File: src/rtl/spi_read_scheduler_pkg.sv
// Shared types for the SPI read scheduler.
// Optional watchdog: define SPI_RD_TIMEOUT_EN.
package spi_rd_sched_pkg;

    typedef enum logic [1:0] {
        IDLE,
        LAUNCH,
        BUSY,
        GAP
    } sched_state_t;

    // Smallest idle gap the engine tolerates between commands.
    localparam int GAP_MIN = 2;

    function automatic int id_width(input int n);
        return (n <= 1) ? 1 : $clog2(n);
    endfunction

endpackage

File: src/rtl/spi_read_scheduler_if.sv
// Requester, engine and tagged-stream bundle of the SPI read scheduler.
// master = scheduler side, slave = requesters/engine side.
interface spi_read_scheduler_if
    import spi_rd_sched_pkg::*;
#(
    parameter int N_REQ     = 4,
    parameter int REG_WIDTH = 8
);
    localparam int IDW = id_width(N_REQ);

    logic [N_REQ-1:0]           req_valid;
    logic [N_REQ-1:0]           req_ready;
    logic [N_REQ*REG_WIDTH-1:0] req_addr;
    logic [N_REQ*8-1:0]         req_len;

    logic                 eng_new_command;
    logic [REG_WIDTH-1:0] eng_start_addr;
    logic [7:0]           eng_num_regs;
    logic                 eng_rstn;
    logic [REG_WIDTH-1:0] eng_data;
    logic                 eng_byte_done;
    logic                 eng_read_complete;

    logic                 rd_valid;
    logic [REG_WIDTH-1:0] rd_data;
    logic [IDW-1:0]       rd_id;
    logic                 rd_last;

    logic           done_valid;
    logic [IDW-1:0] done_id;
    logic           done_err;
    logic           busy;

    modport master (
        input  req_valid, req_addr, req_len,
        input  eng_data, eng_byte_done, eng_read_complete,
        output req_ready,
        output eng_new_command, eng_start_addr, eng_num_regs, eng_rstn,
        output rd_valid, rd_data, rd_id, rd_last,
        output done_valid, done_id, done_err, busy
    );

    modport slave (
        output req_valid, req_addr, req_len,
        output eng_data, eng_byte_done, eng_read_complete,
        input  req_ready,
        input  eng_new_command, eng_start_addr, eng_num_regs, eng_rstn,
        input  rd_valid, rd_data, rd_id, rd_last,
        input  done_valid, done_id, done_err, busy
    );

endinterface

File: src/rtl/spi_read_scheduler_rr_arbiter.sv
// Round-robin arbiter: first request at/after the pointer wins.
// Pointer moves past the winner whenever a grant is taken.
module rr_arbiter
    import spi_rd_sched_pkg::*;
#(
    parameter int N_REQ = 4,
    localparam int IDW  = id_width(N_REQ)
) (
    input  logic             clk,
    input  logic             rst,
    input  logic [N_REQ-1:0] req,
    input  logic             advance,
    output logic [N_REQ-1:0] gnt,
    output logic [IDW-1:0]   idx,
    output logic             any
);
    logic [IDW-1:0] ptr;

    // Scan from the pointer, wrapping, and keep the first hit.
    always_comb begin
        gnt = '0;
        idx = '0;
        any = 1'b0;
        for (int i = 0; i < N_REQ; i++) begin
            if (!any && req[(int'(ptr) + i) % N_REQ]) begin
                any = 1'b1;
                idx = IDW'((int'(ptr) + i) % N_REQ);
                gnt[(int'(ptr) + i) % N_REQ] = 1'b1;
            end
        end
    end

    // Advance the pointer to the slot after the winner.
    always_ff @(posedge clk) begin
        if (rst) begin
            ptr <= '0;
        end else if (advance) begin
            ptr <= (idx == IDW'(N_REQ - 1)) ? '0 : idx + 1'b1;
        end
    end

endmodule

File: src/rtl/spi_read_scheduler.sv
// Shares one SPI burst-read engine among N_REQ requesters.
// Define SPI_RD_TIMEOUT_EN to add the BUSY watchdog.
module spi_read_scheduler
    import spi_rd_sched_pkg::*;
#(
    parameter int N_REQ       = 4,
    parameter int REG_WIDTH   = 8,
    parameter int GAP_CYCLES  = 2,
    parameter int TIMEOUT_CYC = 4096
) (
    input logic clk,
    input logic rst,
    spi_read_scheduler_if.master bus
);
    localparam int IDW   = id_width(N_REQ);
    localparam int GAP_N = (GAP_CYCLES < GAP_MIN) ? GAP_MIN : GAP_CYCLES;
    localparam logic [7:0] GAP_LAST = 8'(GAP_N - 1);

    sched_state_t state;

    logic [N_REQ-1:0]     gnt;
    logic [IDW-1:0]       gidx;
    logic                 gany;
    logic                 accept;
    logic [REG_WIDTH-1:0] g_addr;
    logic [7:0]           g_len;

    logic [IDW-1:0]       lat_id;
    logic [REG_WIDTH-1:0] start_addr;
    logic [7:0]           num_regs;
    logic [7:0]           cnt;
    logic                 ovf;
    logic [7:0]           gcnt;
    logic                 new_cmd;
    logic                 abort_q;

    logic                 rd_valid;
    logic [REG_WIDTH-1:0] rd_data;
    logic [IDW-1:0]       rd_id;
    logic                 rd_last;
    logic                 done_valid;
    logic [IDW-1:0]       done_id;
    logic                 done_err;

    logic       take;
    logic       extra;
    logic [7:0] rcv_next;
    logic       burst_err;

`ifdef SPI_RD_TIMEOUT_EN
    localparam int WDW = $clog2(TIMEOUT_CYC + 1);
    logic [WDW-1:0] wd;
`endif

    assign accept = (state == IDLE) && gany && !rst;

    rr_arbiter #(.N_REQ(N_REQ)) u_arb (
        .clk     (clk),
        .rst     (rst),
        .req     (bus.req_valid),
        .advance (accept),
        .gnt     (gnt),
        .idx     (gidx),
        .any     (gany)
    );

    assign g_addr = bus.req_addr[int'(gidx)*REG_WIDTH +: REG_WIDTH];
    assign g_len  = bus.req_len[int'(gidx)*8 +: 8];

    // Byte accounting: accept up to len bytes, flag anything extra.
    always_comb begin
        take      = bus.eng_byte_done && (cnt < num_regs);
        extra     = bus.eng_byte_done && !take;
        rcv_next  = cnt + {7'd0, take};
        burst_err = (rcv_next != num_regs) || ovf || extra;
    end

    // Scheduler FSM with registered engine and stream outputs.
    always_ff @(posedge clk) begin
        if (rst) begin
            state      <= IDLE;
            lat_id     <= '0;
            start_addr <= '0;
            num_regs   <= '0;
            cnt        <= '0;
            ovf        <= 1'b0;
            gcnt       <= '0;
            new_cmd    <= 1'b0;
            abort_q    <= 1'b0;
            rd_valid   <= 1'b0;
            rd_data    <= '0;
            rd_id      <= '0;
            rd_last    <= 1'b0;
            done_valid <= 1'b0;
            done_id    <= '0;
            done_err   <= 1'b0;
`ifdef SPI_RD_TIMEOUT_EN
            wd         <= '0;
`endif
        end else begin
            new_cmd    <= 1'b0;
            abort_q    <= 1'b0;
            rd_valid   <= 1'b0;
            done_valid <= 1'b0;
            unique case (state)
                IDLE: begin
                    if (accept) begin
                        lat_id <= gidx;
                        if (g_len == 8'd0) begin
                            done_valid <= 1'b1;
                            done_id    <= gidx;
                            done_err   <= 1'b1;
                        end else begin
                            start_addr <= g_addr;
                            num_regs   <= g_len;
                            new_cmd    <= 1'b1;
                            state      <= LAUNCH;
                        end
                    end
                end
                LAUNCH: begin
                    cnt   <= '0;
                    ovf   <= 1'b0;
                    state <= BUSY;
`ifdef SPI_RD_TIMEOUT_EN
                    wd    <= '0;
`endif
                end
                BUSY: begin
                    if (take) begin
                        rd_valid <= 1'b1;
                        rd_data  <= bus.eng_data;
                        rd_id    <= lat_id;
                        rd_last  <= (cnt == num_regs - 8'd1);
                        cnt      <= rcv_next;
                    end
                    if (extra) begin
                        ovf <= 1'b1;
                    end
                    if (bus.eng_read_complete) begin
                        done_valid <= 1'b1;
                        done_id    <= lat_id;
                        done_err   <= burst_err;
                        gcnt       <= '0;
                        state      <= GAP;
                    end
`ifdef SPI_RD_TIMEOUT_EN
                    else if (wd == WDW'(TIMEOUT_CYC - 1)) begin
                        abort_q    <= 1'b1;
                        done_valid <= 1'b1;
                        done_id    <= lat_id;
                        done_err   <= 1'b1;
                        gcnt       <= '0;
                        state      <= GAP;
                    end else begin
                        wd <= wd + 1'b1;
                    end
`endif
                end
                GAP: begin
                    if (gcnt == GAP_LAST) begin
                        state <= IDLE;
                    end else begin
                        gcnt <= gcnt + 8'd1;
                    end
                end
                default: state <= IDLE;
            endcase
        end
    end

    assign bus.req_ready       = accept ? gnt : '0;
    assign bus.eng_new_command = new_cmd;
    assign bus.eng_start_addr  = start_addr;
    assign bus.eng_num_regs    = num_regs;
`ifdef SPI_RD_TIMEOUT_EN
    assign bus.eng_rstn        = ~rst & ~abort_q;
`else
    assign bus.eng_rstn        = ~rst;
`endif
    assign bus.rd_valid        = rd_valid;
    assign bus.rd_data         = rd_data;
    assign bus.rd_id           = rd_id;
    assign bus.rd_last         = rd_last;
    assign bus.done_valid      = done_valid;
    assign bus.done_id         = done_id;
    assign bus.done_err        = done_err;
    assign bus.busy            = (state != IDLE);

endmodule

File: src/flat_wrapper.sv
// flat-port wrapper written by rule: the top's interface ports become plain ports
module spi_read_scheduler_flat import spi_rd_sched_pkg::*;
#(
    parameter int N_REQ       = 4,
    parameter int REG_WIDTH   = 8,
    parameter int GAP_CYCLES  = 2,
    parameter int TIMEOUT_CYC = 4096
)
  (clk, rst, bus_req_valid, bus_req_addr, bus_req_len, bus_eng_data, bus_eng_byte_done, bus_eng_read_complete, bus_req_ready, bus_eng_new_command, bus_eng_start_addr, bus_eng_num_regs, bus_eng_rstn, bus_rd_valid, bus_rd_data, bus_rd_id, bus_rd_last, bus_done_valid, bus_done_id, bus_done_err, bus_busy);
  spi_read_scheduler_if #(.N_REQ(N_REQ), .REG_WIDTH(REG_WIDTH)) bus_i ();
  input logic clk;
  input logic rst;
  input wire logic [$bits(bus_i.req_valid)-1:0] bus_req_valid;
  input wire logic [$bits(bus_i.req_addr)-1:0] bus_req_addr;
  input wire logic [$bits(bus_i.req_len)-1:0] bus_req_len;
  input wire logic [$bits(bus_i.eng_data)-1:0] bus_eng_data;
  input wire logic [$bits(bus_i.eng_byte_done)-1:0] bus_eng_byte_done;
  input wire logic [$bits(bus_i.eng_read_complete)-1:0] bus_eng_read_complete;
  output wire logic [$bits(bus_i.req_ready)-1:0] bus_req_ready;
  output wire logic [$bits(bus_i.eng_new_command)-1:0] bus_eng_new_command;
  output wire logic [$bits(bus_i.eng_start_addr)-1:0] bus_eng_start_addr;
  output wire logic [$bits(bus_i.eng_num_regs)-1:0] bus_eng_num_regs;
  output wire logic [$bits(bus_i.eng_rstn)-1:0] bus_eng_rstn;
  output wire logic [$bits(bus_i.rd_valid)-1:0] bus_rd_valid;
  output wire logic [$bits(bus_i.rd_data)-1:0] bus_rd_data;
  output wire logic [$bits(bus_i.rd_id)-1:0] bus_rd_id;
  output wire logic [$bits(bus_i.rd_last)-1:0] bus_rd_last;
  output wire logic [$bits(bus_i.done_valid)-1:0] bus_done_valid;
  output wire logic [$bits(bus_i.done_id)-1:0] bus_done_id;
  output wire logic [$bits(bus_i.done_err)-1:0] bus_done_err;
  output wire logic [$bits(bus_i.busy)-1:0] bus_busy;
  assign bus_i.req_valid = bus_req_valid;
  assign bus_i.req_addr = bus_req_addr;
  assign bus_i.req_len = bus_req_len;
  assign bus_i.eng_data = bus_eng_data;
  assign bus_i.eng_byte_done = bus_eng_byte_done;
  assign bus_i.eng_read_complete = bus_eng_read_complete;
  assign bus_req_ready = bus_i.req_ready;
  assign bus_eng_new_command = bus_i.eng_new_command;
  assign bus_eng_start_addr = bus_i.eng_start_addr;
  assign bus_eng_num_regs = bus_i.eng_num_regs;
  assign bus_eng_rstn = bus_i.eng_rstn;
  assign bus_rd_valid = bus_i.rd_valid;
  assign bus_rd_data = bus_i.rd_data;
  assign bus_rd_id = bus_i.rd_id;
  assign bus_rd_last = bus_i.rd_last;
  assign bus_done_valid = bus_i.done_valid;
  assign bus_done_id = bus_i.done_id;
  assign bus_done_err = bus_i.done_err;
  assign bus_busy = bus_i.busy;
  spi_read_scheduler #(.N_REQ(N_REQ), .REG_WIDTH(REG_WIDTH), .GAP_CYCLES(GAP_CYCLES), .TIMEOUT_CYC(TIMEOUT_CYC)) u_core (.clk(clk), .rst(rst), .bus(bus_i));
endmodule
File: config.mk
export PLATFORM = sky130hd
export DESIGN_NAME = spi_read_scheduler_flat
export DESIGN_NICKNAME = d
export VERILOG_FILES = /design/src/rtl/spi_read_scheduler_pkg.sv /design/src/rtl/spi_read_scheduler_if.sv /design/src/rtl/spi_read_scheduler_rr_arbiter.sv /design/src/rtl/spi_read_scheduler.sv /design/src/flat_wrapper.sv
export SDC_FILE = /design/constraint.sdc
export NUM_CORES = 1
export LEC_CHECK = 0
export BUFFER_PORTS_ARGS = -buffer_cell sky130_fd_sc_hd__buf_2
export CORE_ASPECT_RATIO = 0.8
export CORE_MARGIN = 5
export CORE_UTILIZATION = 57
export DETAILED_ROUTE_END_ITERATION = 6
export HOLD_SLACK_MARGIN = 0.12
export MAX_ROUTING_LAYER = met4
export PLACE_DENSITY = 0.87
export SYNTH_ARGS = -nofsm -noshare
export SYNTH_HDL_FRONTEND = slang
export SYNTH_SLANG_ARGS = --single-unit
File: constraint.sdc
create_clock -name clk -period 8.3 [get_ports clk]
set_input_delay 1.66 -clock clk [delete_from_list [all_inputs] [get_ports clk]]
set_output_delay 1.66 -clock clk [all_outputs]
set_load 0.005 [all_outputs]
==> key figures, run 1 <==
Drt
  • Routed wire length: 11200 µm
  • Antenna violation net count after detailed routing: 0
  • DRC marker count from the first detailed-route iteration: 375
  • Count of vias placed by the detailed router: about 4100
  • DR vias/cell: about 6
  • Total DRC errors in the routed layout: 0
  • WL/cell: 16.6 µm
  • Number of optimization iterations in the first detailed-route pass: 5

Power and ir drop
  • Power spent charging and discharging nets: 0.000650 W
  • Proportion of power drawn by flip-flops and latches: between 20 and 30%
  • Pwr Total: 0.00143 W
  • Peak ir drop on the vdd network: between 0.00015 and 0.0002 V
  • Logic pwr share: 61.5%
  • Power density relative to cell area: around 300 mW/mm²
  • Clock Power Share: around a tenth
  • Switching power as a share of total power: approximately 45%
  • Power Internal: 0.000780 W
  • Leakage power: about 2.1 nW

Global route
  • Via count of the first global-routing pass: between 3000 and 4000
  • Highest-utilization routing layer at the global route stage: met2
  • Initial antenna violation count: 0
  • Grt ovf: 0
  • Largest net degree at the start of global routing: 48
  • Met3 Resource Use GR: under 10%
  • Aggregate global-route resource usage: between 20% and 30%
  • M2 GR Usage: about two fifths
  • Met1 usage: a little under a third
  • First-pass GRT wire length: between 15000 and 20000 µm

Synth
  • Portion of the post-synthesis area used by sequential elements: between 20 and 30%
  • Summed instance area of the synthesized netlist: a little over 0.004 mm²
  • Number of unique standard cell types used by synthesis: 61
  • Gate count after technology mapping: approximately 500
  • Syn nets: roughly 600
  • Syn_area_per_cell: between 8 and 9 µm²
  • Number of synthesized register bits: 56
  • Async set-reset flop share out of synthesis: 0%
  • Post-synth EDFFs: 0
  • Count of synthesis-stage warnings from yosys: 0
  • Flip-flop cell with the highest count after synthesis: sky130_fd_sc_hd__dfxtp_1

Run
  • Maximum capacitance violations: 0

Finish
  • Area taken by multi-input logic gates: 0.00272 mm²
  • Inserted Diodes: 0
  • Highest-count cells in the layout ignoring fill and taps: sky130_fd_sc_hd__buf_2, sky130_fd_sc_hd__mux2i_1, sky130_fd_sc_hd__dfxtp_1, sky130_fd_sc_hd__nor2_1, sky130_fd_sc_hd__nand2_1
  • Post-layout net count: 695
  • Most common cell after layout, fill and taps aside: sky130_fd_sc_hd__buf_2
  • Filler cell count: between 500 and 600
  • Share of final-layout standard cells stronger than drive strength 1: 24.7%
  • Sequential cell area: between 0.001 and 0.0015 mm²
  • Layout Cells excl Fill: a little under 700
  • Area delta synth->final: 16.9%

Critical path
  • Number of cells on the worst reg-to-reg path: 11
  • Max incr delay on CP: about 660 ps
  • Crit path kind: input pin to output pin
  • Worst R2R Setup Slack: just under 4000 ps
  • Source of the worst register-to-register timing path: u_core.u_arb.ptr[0]
  • CP cell instances: buf_2 -> clkinv_1 -> nand2_1 -> nor2_1 -> buf_2
  • Largest fanout on the critical path: 47
  • Worst r2r dst: u_core.bus.eng_num_regs[0]
  • Worst setup path startpoint: rst
  • Critical Path End Type: output pin
  • Type of origin of the critical path: input pin
  • Critical Path Most Common Cell: sky130_fd_sc_hd__buf_2
  • CP Data Arrival Time: about 3300 ps
  • Worst-path cell with the longest stage delay: sky130_fd_sc_hd__buf_2
  • Critical path required time: 6640 ps

Clock network
  • Clock root cell: sky130_fd_sc_hd__clkbuf_8
  • Skew-Pair Late Insertion Delay: around 310 ps
  • TritonCTS clock tree: yes
  • Number of buffers inserted during clock tree synthesis: 5
  • Clock transition time at the flip-flop clock pins of the worst setup and hold paths: ~100 ps
  • H-tree depth: 2
  • Clock sink total: 56
  • Hold bufs inserted after CTS: 0
  • Setup Fix Bufs, Post-CTS: 0
  • Number of gates given a new drive strength after cts: 0
  • Maximum root-to-sink buffer count: 2

Floorplanning
  • Total number of placement rows: 27
  • Placeable core region: approximately 0.0069 mm²
  • Effective utilization at floorplan: about three fifths
  • Horizontal die dimension: ~100 µm
  • Vertical extent of the die: ~85 µm
  • DIE AREA: slightly below 0.009 mm²
  • Total I/O pin count: roughly 120

Timing
  • Number of hold violations in the final report: 0
  • Setup Skew: between 4 and 5 ps
  • Minimum clock period: approximately 5000 ps
  • Final-layout setup total negative slack: 0 ps
  • Part of the cycle the worst path needs: roughly 60%
  • Top achievable clock speed: 200 MHz
  • Total of endpoints with negative setup slack in the final report: 0
  • Max-slew violation total from the final report: 0
  • Hold WS: between 400 and 500 ps
  • Unrepaired setup endpoints after global routing: no
  • Remaining max-slew budget at the tightest pin: a little under a fifth
  • Transition at the pin with the smallest max-transition slack: around 1200 ps

Place
  • Number of port buffers: between 100 and 150
  • Detailed Place HPWL: a little under 9000 µm
  • Instance count after placement with tap cells included: roughly 670
  • Routability congestion estimate: around 0.92

Min path
  • Kind of path behind the tightest hold check: flip-flop to flip-flop
  • Hold Path Stages: 2
  • Capture endpoint of the worst hold path: u_core.bus.rd_last
  • Hold Startpoint: u_core.bus.rd_last

Outcome
  • Result of the run: finished clean
metal layers:
metal	part of all wire (%)	wire (µm)	up-vias
met2	47	5240	215
met5	0	0	-
li1	-	-	1963
met3	8.4	947	23
met1	43	4830	1919
met4	1.9	208	0
cell type report:
cell class	count	share of cell area, %
clock inverters	3	0.398
multi-input cells	384	57.5
inverters	22	1.75
clock buffers	5	1.46
repair buffers	120	12.8
flip-flops and latches	56	23.7
well taps	87	2.31
power groups by stage:
stage	Combinational, W	Clock (W)	Sequential (W)
finish	0.000880	0.000150	0.000401
global route	0.000968	0.000164	0.000410
CTS	0.000877	0.000153	0.000399
detailed placement	0.000874	0	0.000405
global placement	0.000837	0	0.000403
floorplan	0.000677	0	0.000380
how the worst max path moves through the flow:
stage | slack [ps] | end | depth (start not counted)
after floorplan | 3570 | bus_req_ready[0] | 7
after global routing | 3120 | bus_req_ready[0] | 5
after detailed placement | 3310 | bus_req_ready[0] | 5
final | 3300 | bus_req_ready[0] | 5
after global placement | 3410 | bus_req_ready[3] | 5
after CTS | 3310 | bus_req_ready[0] | 5
cells in the mapped netlist, types with 8 or more instances:
| cell | n | share of area, % |
|---|---|---|
| sky130_fd_sc_hd__a21oi_1 | 28 | 3.5 |
| sky130_fd_sc_hd__a31oi_1 | 9 | 1.4 |
| sky130_fd_sc_hd__clkbuf_1 | 21 | 2.0 |
| sky130_fd_sc_hd__dfxtp_1 | 56 | 28 |
| sky130_fd_sc_hd__ha_1 | 26 | 8.1 |
| sky130_fd_sc_hd__inv_1 | 20 | 1.9 |
| sky130_fd_sc_hd__mux2i_1 | 56 | 14 |
| sky130_fd_sc_hd__nand2_1 | 50 | 4.6 |
| sky130_fd_sc_hd__nand3_1 | 17 | 2.1 |
| sky130_fd_sc_hd__nor2_1 | 50 | 4.6 |
| sky130_fd_sc_hd__nor3_1 | 11 | 1.4 |
| sky130_fd_sc_hd__nor4_1 | 8 | 1.2 |
| sky130_fd_sc_hd__o21ai_0 | 13 | 1.6 |
| sky130_fd_sc_hd__xnor2_1 | 10 | 2.2 |
| sky130_fd_sc_hd__xor2_1 | 10 | 2.2 |
cells by family (layout without fill, tap and decap cells):
group / Yosys count / count (layout) / synth area share, %
compound gates: 98 / 98 / 16.7
mux: 63 / 63 / 16.9
simple gates: 177 / 177 / 21.0
buf+inv: 52 / 150 / 5.14
flops: 56 / 56 / 27.8
xor+xnor: 20 / 20 / 4.34
fa+ha+maj: 26 / 26 / 8.05
state kept, by name, summed over array words and instances, names as in the netlist:
register,count
u_core.bus.eng_num_regs,8
u_core.cnt,8
u_core.bus.done_id,2
u_core.bus.eng_start_addr,8
u_core.bus.rd_data,8
u_core.bus.rd_valid,1
u_core.bus.rd_last,1
u_core.ovf,1
u_core.bus.done_valid,1
u_core.gcnt,8
u_core.bus.eng_new_command,1
u_core.bus.done_err,1
u_core.state,2
u_core.bus.rd_id,2
u_core.u_arb.ptr,2
u_core.lat_id,2
stage by stage:
| stage | area (µm²) | setup slack (ps) | utilization (%) |
|---|---|---|---|
| 6_report | 4720 | 3300 | 68.5 |
| 5_1_grt | 4720 | 3120 | 68.5 |
| 4_1_cts | 4720 | 3310 | 68.5 |
| 3_5_place_dp | 4630 | 3310 | 67.2 |
| 3_3_place_gp | 4630 | 3410 | 67.2 |
| 2_1_floorplan | 4040 | 3570 | - |
worst max-delay path, delay by kind of cell:
family / cells / cell delay, ps
buf+inv: 3 / 1210
simple gates: 2 / 470
No activity file was read; power rests on OpenSTA's default activity.
==> inputs of run 2 (changes only) <==
Settings changed: ABC_AREA set to 1, CORE_UTILIZATION 57 to 48, PLACE_DENSITY 0.87 to 0.78.
Clock period 8.3 ns to 4.05 ns, I/O delays scaled along.
==> key figures, run 2 <==
Outcome
  • Result of the run: finished clean

Critical path
  • CP Data Arrival Time: 2970 ps (-370 ps)
  • Critical Path End Type: output pin
  • Type of origin of the critical path: flip-flop
  • Critical path required time: 3240 ps (-3400 ps)
  • Crit path kind: flip-flop to output pin
  • Worst setup path startpoint: u_core.u_arb.ptr[1]
  • Largest fanout on the critical path: 18 (-62%)
  • Worst R2R Setup Slack: 480 ps (-3380 ps)
  • Source of the worst register-to-register timing path: u_core.u_arb.ptr[1]

Timing
  • Unrepaired setup endpoints after global routing: no
  • Max-slew violation total from the final report: 0 (unchanged)
  • Number of hold violations in the final report: 0 (unchanged)
  • Top achievable clock speed: 264 MHz
  • Transition at the pin with the smallest max-transition slack: 514 ps (-709 ps)
  • Hold WS: 468 ps (+6.52 ps)
  • Remaining max-slew budget at the tightest pin: 65.6% (+48 points)
  • Setup Skew: 10.7 ps (+6.21 ps)
  • Total of endpoints with negative setup slack in the final report: 0 (unchanged)
  • Minimum clock period: approximately 3800 ps
  • Part of the cycle the worst path needs: slightly above 90%
  • Final-layout setup total negative slack: 0 ps (unchanged)

Drt
  • Antenna violation net count after detailed routing: 0 (unchanged)
  • Routed wire length: 11100 µm (-1.1%)
  • DRC marker count from the first detailed-route iteration: 375 (unchanged)
  • Count of vias placed by the detailed router: 4239 (+2.9%)
  • WL/cell: 13.8 µm (-17%)
  • DR vias/cell: 5.29 (-13%)
  • Number of optimization iterations in the first detailed-route pass: 5 (unchanged)
  • Total DRC errors in the routed layout: 0 (unchanged)

Clock network
  • Maximum root-to-sink buffer count: 2 (unchanged)
  • Clock transition time at the flip-flop clock pins of the worst setup and hold paths: 110 ps (about the same)
  • H-tree depth: 2 (unchanged)
  • Skew-Pair Late Insertion Delay: 310 ps (about the same)
  • Number of buffers inserted during clock tree synthesis: 5 (unchanged)
  • Setup Fix Bufs, Post-CTS: 0 (unchanged)
  • TritonCTS clock tree: yes
  • Number of gates given a new drive strength after cts: 0 (unchanged)
  • Hold bufs inserted after CTS: 0 (unchanged)
  • Clock sink total: 56 (unchanged)
  • Clock root cell: sky130_fd_sc_hd__clkbuf_8

Finish
  • Area delta synth->final: 17.9%
  • Inserted Diodes: 0 (unchanged)
  • Share of final-layout standard cells stronger than drive strength 1: 25.9% (+1.2 points)
  • End-of-flow core utilization: 57.2% (-11 points)
  • Highest-count cells in the layout ignoring fill and taps: sky130_fd_sc_hd__buf_2, sky130_fd_sc_hd__nand2_1, sky130_fd_sc_hd__dfxtp_1
  • Most common cell after layout, fill and taps aside: sky130_fd_sc_hd__buf_2
  • Post-layout net count: 795 (+14%)

Synth
  • Async set-reset flop share out of synthesis: 0% (unchanged)
  • Count of synthesis-stage warnings from yosys: 0 (unchanged)
  • Flip-flop cell with the highest count after synthesis: sky130_fd_sc_hd__dfxtp_1
  • Gate count after technology mapping: 582 (+18%)
  • Syn_area_per_cell: 6.95 µm² (-15%)
  • Summed instance area of the synthesized netlist: 0.00404 mm² (+0.12%)
  • Largest cells by area after synthesis: sky130_fd_sc_hd__dfxtp_1, sky130_fd_sc_hd__nand2_1, sky130_fd_sc_hd__ha_1
  • Cell type contributing the most total cell area after synthesis: sky130_fd_sc_hd__dfxtp_1
  • Number of synthesized register bits: 56 (unchanged)
  • Number of unique standard cell types used by synthesis: 42 (-31%)
  • Portion of the post-synthesis area used by sequential elements: 27.7% (-0.034 points)
  • Syn nets: 688 (+15%)
  • Area fraction of the dominant cell type after synthesis: 27.7% (-0.034 points)
  • Dominant cell by count in the synthesized netlist: sky130_fd_sc_hd__nand2_1
  • Post-synth EDFFs: 0 (unchanged)
  • Most instantiated cells after synthesis: sky130_fd_sc_hd__nand2_1, sky130_fd_sc_hd__dfxtp_1, sky130_fd_sc_hd__inv_1, sky130_fd_sc_hd__nand3_1, sky130_fd_sc_hd__nor2_1

Place
  • Detailed Place HPWL: 8770 µm (+0.38%)
  • Number of port buffers: 118 (unchanged)
  • Routability congestion estimate: 0.988 (+6.9%)

Power and ir drop
  • Clock Power Share: 8.6% (-1.9 points)
  • Proportion of power drawn by flip-flops and latches: 22.8% (-5.2 points)
  • Leakage power: 2.34 nW (+11%)
  • Power spent charging and discharging nets: 0.00196 W (+200%)
  • Logic pwr share: 68.6% (+7.1 points)
  • Power Internal: 0.00170 W (+120%)
  • Pwr Total: 0.00367 W (+160%)
  • Switching power as a share of total power: 53.6% (+8.1 points)
  • Power density relative to cell area: 769 mW/mm² (+150%)
  • Peak ir drop on the vdd network: 0.000326 V (+100%)

Global route
  • Grt ovf: 0 (unchanged)
  • Via count of the first global-routing pass: 3862 (+2.4%)
  • Initial antenna violation count: 0 (unchanged)
  • Aggregate global-route resource usage: 21.3% (-3.7 points)
  • Largest net degree at the start of global routing: 36 (-25%)
  • First-pass GRT wire length: 18200 µm (-0.11%)

Min path
  • Hold Startpoint: u_core.bus.rd_data[4]
  • Kind of path behind the tightest hold check: flip-flop to flip-flop

Floorplanning
  • Vertical extent of the die: 92.1 µm (+8.0%)
  • Total I/O pin count: 119 (unchanged)
  • Effective utilization at floorplan: 48.5% (-10 points)
  • Horizontal die dimension: 113 µm (+8.2%)
  • DIE AREA: 0.0104 mm² (+17%)
  • Placeable core region: 0.00833 mm² (+21%)
  • Total number of placement rows: 30 (+11%)

Run
  • Maximum capacitance violations: 0 (unchanged)
run 2: cell types whose count changed in the layout (fill, tap and decap cells not counted), moves of 8 or more:
cell / change
sky130_fd_sc_hd__o21ai_0: +22
sky130_fd_sc_hd__a21oi_1: +15
sky130_fd_sc_hd__mux2i_1: -56
sky130_fd_sc_hd__o22ai_1: +8
sky130_fd_sc_hd__nand3_1: +37
sky130_fd_sc_hd__nand4_1: +15
sky130_fd_sc_hd__inv_1: +34
sky130_fd_sc_hd__nand2_2: +16
sky130_fd_sc_hd__nand2_1: +61
sky130_fd_sc_hd__a31oi_1: -8
sky130_fd_sc_hd__or2_2: +10
run 2: worst max-delay path, stage by stage (launching register included):
cell                      delay [ps]
sky130_fd_sc_hd__dfxtp_1         510
sky130_fd_sc_hd__inv_1           220
sky130_fd_sc_hd__ha_1            400
sky130_fd_sc_hd__inv_1           140
sky130_fd_sc_hd__nand2_2         100
sky130_fd_sc_hd__nand2_2          90
sky130_fd_sc_hd__nor2_8          180
sky130_fd_sc_hd__nand3_4         220
sky130_fd_sc_hd__nand2_1         290
sky130_fd_sc_hd__nor2_4           40
sky130_fd_sc_hd__inv_1           170
sky130_fd_sc_hd__a31o_2          140
sky130_fd_sc_hd__inv_1            40
sky130_fd_sc_hd__buf_2           120
run 2: worst paths after layout:
check | cells after the start | to
worst min-delay path | 2 | u_core.bus.rd_data[4]
worst max register to register | 17 | u_core.bus.eng_start_addr[5]
worst max-delay path | 13 | bus_req_ready[0]
worst min register to register | 2 | u_core.bus.rd_data[4]
run 2: per-layer routing:
metal	GRT usage [%]	share of wire [%]
met5	-	0
met4	4.10	1.0
met3	4.02	6.7
met2	34.1	47
met1	28.4	45
run 2: cell families after synthesis:
family	synth area share (%)
adders and majority gates	8.04
DFF	27.7
xor gates and xnor gates	4.55
and+or+nand+nor	36.7
buffers and inverters	8.32
AOI/OAI and AO/OA	14.7
run 2: power groups by stage:
| stage | Combinational (W) | Clock, W | Sequential [W] |
|---|---|---|---|
| detailed placement | 0.00249 | 0 | 0.000846 |
| floorplan | 0.00199 | 0 | 0.000811 |
| global placement | 0.00243 | 0 | 0.000840 |
| CTS | 0.00250 | 0.000328 | 0.000834 |
| finish | 0.00252 | 0.000316 | 0.000837 |
| global route | 0.00283 | 0.000352 | 0.000858 |
run 2: layout make-up:
class                           count  area, µm²
Clock buffer                        5       68.8
Clock inverter                      3       22.5
Fill cell                         804       3560
Inverter                           56        215
Multi-Input combinational cell    449       2590
Sequential cell                    56       1120
Tap cell                          112        140
Timing Repair Buffer              121        613
run 2: metrics by stage:
stage	cell area, µm²	cells	setup WS, ps
after detailed placement	4680	794	494
final	4770	802	269
after global routing	4770	802	21.8
after CTS	4770	802	224
after floorplan	4040	582	743
after global placement	4680	794	596
==> inputs of run 3 (changes only) <==
Settings changed: CORE_UTILIZATION 48 to 49, CTS_BUF_LIST set to sky130_fd_sc_hd__clkbuf_8, PLACE_DENSITY 0.78 to 0.79.
==> key figures, run 3 (same netlist as run 2, synthesis figures left out) <==
Power and ir drop
  • Logic pwr share: 68.6% (about the same)
  • Clock Power Share: 8.8% (+0.2 points)
  • Switching power as a share of total power: 53.5% (-0.057 points)
  • Leakage power: 2.34 nW (-0.18%)
  • Power spent charging and discharging nets: 0.00197 W (about the same)
  • Power density relative to cell area: 772 mW/mm² (+0.33%)
  • Power Internal: 0.00171 W (+0.27%)
  • Peak ir drop on the vdd network: 0.000345 V (+5.7%)
  • Proportion of power drawn by flip-flops and latches: 22.6% (-0.2 points)

Clock network
  • Clock root cell: sky130_fd_sc_hd__clkbuf_8
  • Skew-Pair Late Insertion Delay: 310 ps (about the same)
  • Maximum root-to-sink buffer count: 2 (unchanged)
  • TritonCTS clock tree: yes
  • Number of buffers inserted during clock tree synthesis: 5 (unchanged)
  • Clock sink total: 56 (unchanged)
  • Clock transition time at the flip-flop clock pins of the worst setup and hold paths: 110 ps (about the same)
  • H-tree depth: 2 (unchanged)
  • Hold bufs inserted after CTS: 0 (unchanged)

Timing
  • Top achievable clock speed: 268 MHz (+1.3%)
  • Number of hold violations in the final report: 0 (unchanged)
  • Final worst setup slack: 318 ps (+49.6 ps)
  • Setup Skew: 8.09 ps (-2.64 ps)
  • Unrepaired setup endpoints after global routing: no
  • Final-layout setup total negative slack: 0 ps (unchanged)
  • Max-slew violation total from the final report: 0 (unchanged)
  • Total of endpoints with negative setup slack in the final report: 0 (unchanged)
  • Minimum clock period: 3730 ps (-49.6 ps)
  • Part of the cycle the worst path needs: 92.1% (-1.2 points)
  • Transition at the pin with the smallest max-transition slack: 945 ps (+431 ps)
  • Remaining max-slew budget at the tightest pin: 36.9% (-29 points)

Critical path
  • Critical Path End Type: output pin
  • Capturing element of the worst setup path: bus_req_ready[1]
  • Worst r2r dst: u_core.bus.eng_start_addr[3]
  • Largest fanout on the critical path: 18 (unchanged)
  • Worst setup path startpoint: u_core.u_arb.ptr[1]
  • CP Data Arrival Time: 2920 ps (-50 ps)
  • Critical path required time: 3240 ps (about the same)
  • Number of cells on the worst reg-to-reg path: 14 (-3)
  • Crit path kind: flip-flop to output pin
  • Worst R2R Setup Slack: 480 ps (about the same)
  • Source of the worst register-to-register timing path: u_core.u_arb.ptr[1]
  • Type of origin of the critical path: flip-flop

Finish
  • Inserted Diodes: 0 (unchanged)
  • Non-Filler Cell Area, Final: 0.00476 mm² (-0.18%)
  • Area delta synth->final: 17.7%
  • Most common cell after layout, fill and taps aside: sky130_fd_sc_hd__buf_2
  • Post-layout net count: 794 (-0.13%)
  • Share of final-layout standard cells stronger than drive strength 1: 25.8% (-0.11 points)
  • Highest-count cells in the layout ignoring fill and taps: sky130_fd_sc_hd__buf_2, sky130_fd_sc_hd__nand2_1, sky130_fd_sc_hd__dfxtp_1
  • Filler cell count: 777 (-3.4%)

Global route
  • First-pass GRT wire length: 18500 µm (+1.6%)
  • Aggregate global-route resource usage: 22.0% (+0.66 points)
  • Largest net degree at the start of global routing: 36 (unchanged)
  • Initial antenna violation count: 0 (unchanged)
  • Grt ovf: 0 (unchanged)
  • Via count of the first global-routing pass: 4053 (+4.9%)

Place
  • Detailed Place HPWL: 8550 µm (-2.4%)
  • Routability congestion estimate: 0.969 (-2.0%)
  • Post-Place Setup Slack: 349 ps (-146 ps)
  • Post-place instance area: 0.00465 mm² (-0.59%)
  • Number of port buffers: 118 (unchanged)

Floorplanning
  • Placeable core region: 0.00798 mm² (-4.2%)
  • Effective utilization at floorplan: 50.7% (+2.1 points)
  • Vertical extent of the die: 91.3 µm (-0.91%)
  • DIE AREA: 0.0102 mm² (-1.8%)
  • Total I/O pin count: 119 (unchanged)
  • Horizontal die dimension: 112 µm (-0.94%)
  • Total number of placement rows: 29 (-3.3%)

Drt
  • Antenna violation net count after detailed routing: 0 (unchanged)
  • Total DRC errors in the routed layout: 0 (unchanged)
  • Uppermost metal layer occupied by signal nets: met4
  • Met1 Routed Length: 4880 µm (-2.6%)
  • Met3 routed wirelength: 755 µm (+1.5%)
  • Detailed route wirelength on metal2: 5290 µm (+1.0%)
  • Number of optimization iterations in the first detailed-route pass: 5 (unchanged)
  • DR vias/cell: 5.36 (+1.5%)
  • Count of vias placed by the detailed router: 4274 (+0.83%)
  • Routed wire length: 11100 µm (-0.50%)
  • WL/cell: 13.9 µm (+0.13%)
  • DRC marker count from the first detailed-route iteration: 251 (-33%)

Run
  • Maximum capacitance violations: 0 (unchanged)

Outcome
  • Result of the run: finished clean

Min path
  • Kind of path behind the tightest hold check: flip-flop to flip-flop
-- run 3: cell types whose count changed in the layout (fill, tap and decap cells not counted) --
cell,change
sky130_fd_sc_hd__clkinv_4,+1
sky130_fd_sc_hd__buf_4,-1
sky130_fd_sc_hd__clkinv_2,-1
-- run 3: timing repair --
item | CTS | global route
gates resized for setup | 1 | 0
pin swaps | 0 | 1
setup buffers | 0 | 2
setup endpoints to repair | 2 | 3
-- run 3: worst min-delay path by stage --
stage,startpoint,end,slack [ps],cells after the start
3_3_place_gp,u_core.bus.rd_data[1],u_core.bus.rd_data[1],450,2
2_1_floorplan,u_core.lat_id[0],u_core.bus.rd_id[0],440,2
4_1_cts,u_core.bus.rd_data[1],u_core.bus.rd_data[1],470,2
6_report,u_core.bus.rd_data[1],u_core.bus.rd_data[1],470,2
5_1_grt,u_core.bus.rd_data[1],u_core.bus.rd_data[1],490,2
3_5_place_dp,u_core.bus.rd_data[1],u_core.bus.rd_data[1],450,2
-- run 3: final cells by class --
type | instances | area, µm² | share of cell area, %
clock buffer | 5 | 68.8 | 1.45
clock inverter | 3 | 26.3 | 0.552
inverter | 56 | 215 | 4.52
multi-input combinational | 449 | 2590 | 54.3
sequential | 56 | 1120 | 23.6
tap | 108 | 135 | 2.84
timing repair buffer | 120 | 606 | 12.7
-- run 3: per-layer routing --
layer	vias up	GRT usage, %
met4	0	4.86
met3	15	5.38
met5	-	-
li1	2158	-
met2	140	36.9
met1	1961	26.9
-- run 3: power by group through the flow --
stage | sequential (W) | combinational, W | clock (W)
global route | 0.000848 | 0.00285 | 0.000358
global placement | 0.000836 | 0.00239 | 0
CTS | 0.000830 | 0.00248 | 0.000334
floorplan | 0.000811 | 0.00199 | 0
finish | 0.000830 | 0.00252 | 0.000324
detailed placement | 0.000842 | 0.00247 | 0
-- run 3: critical path: stages, from the launching register on --
cell,delay [ps]
sky130_fd_sc_hd__dfxtp_1,490
sky130_fd_sc_hd__inv_1,210
sky130_fd_sc_hd__ha_1,410
sky130_fd_sc_hd__inv_1,150
sky130_fd_sc_hd__nand3_1,160
sky130_fd_sc_hd__o21ai_4,110
sky130_fd_sc_hd__nand3_4,220
sky130_fd_sc_hd__nand2_1,210
sky130_fd_sc_hd__nor2_4,170
sky130_fd_sc_hd__inv_1,110
sky130_fd_sc_hd__a31o_2,220
sky130_fd_sc_hd__inv_1,50
sky130_fd_sc_hd__buf_2,100
-- run 3: through the flow --
stage	util [%]	instances	hold slack [ps]	total power, W
floorplan	-	582	439	0.00280
global placement	58.2	787	450	0.00323
detailed placement	58.2	787	452	0.00332
CTS	59.4	795	470	0.00365
global route	59.6	797	494	0.00406
finish	59.6	797	469	0.00367
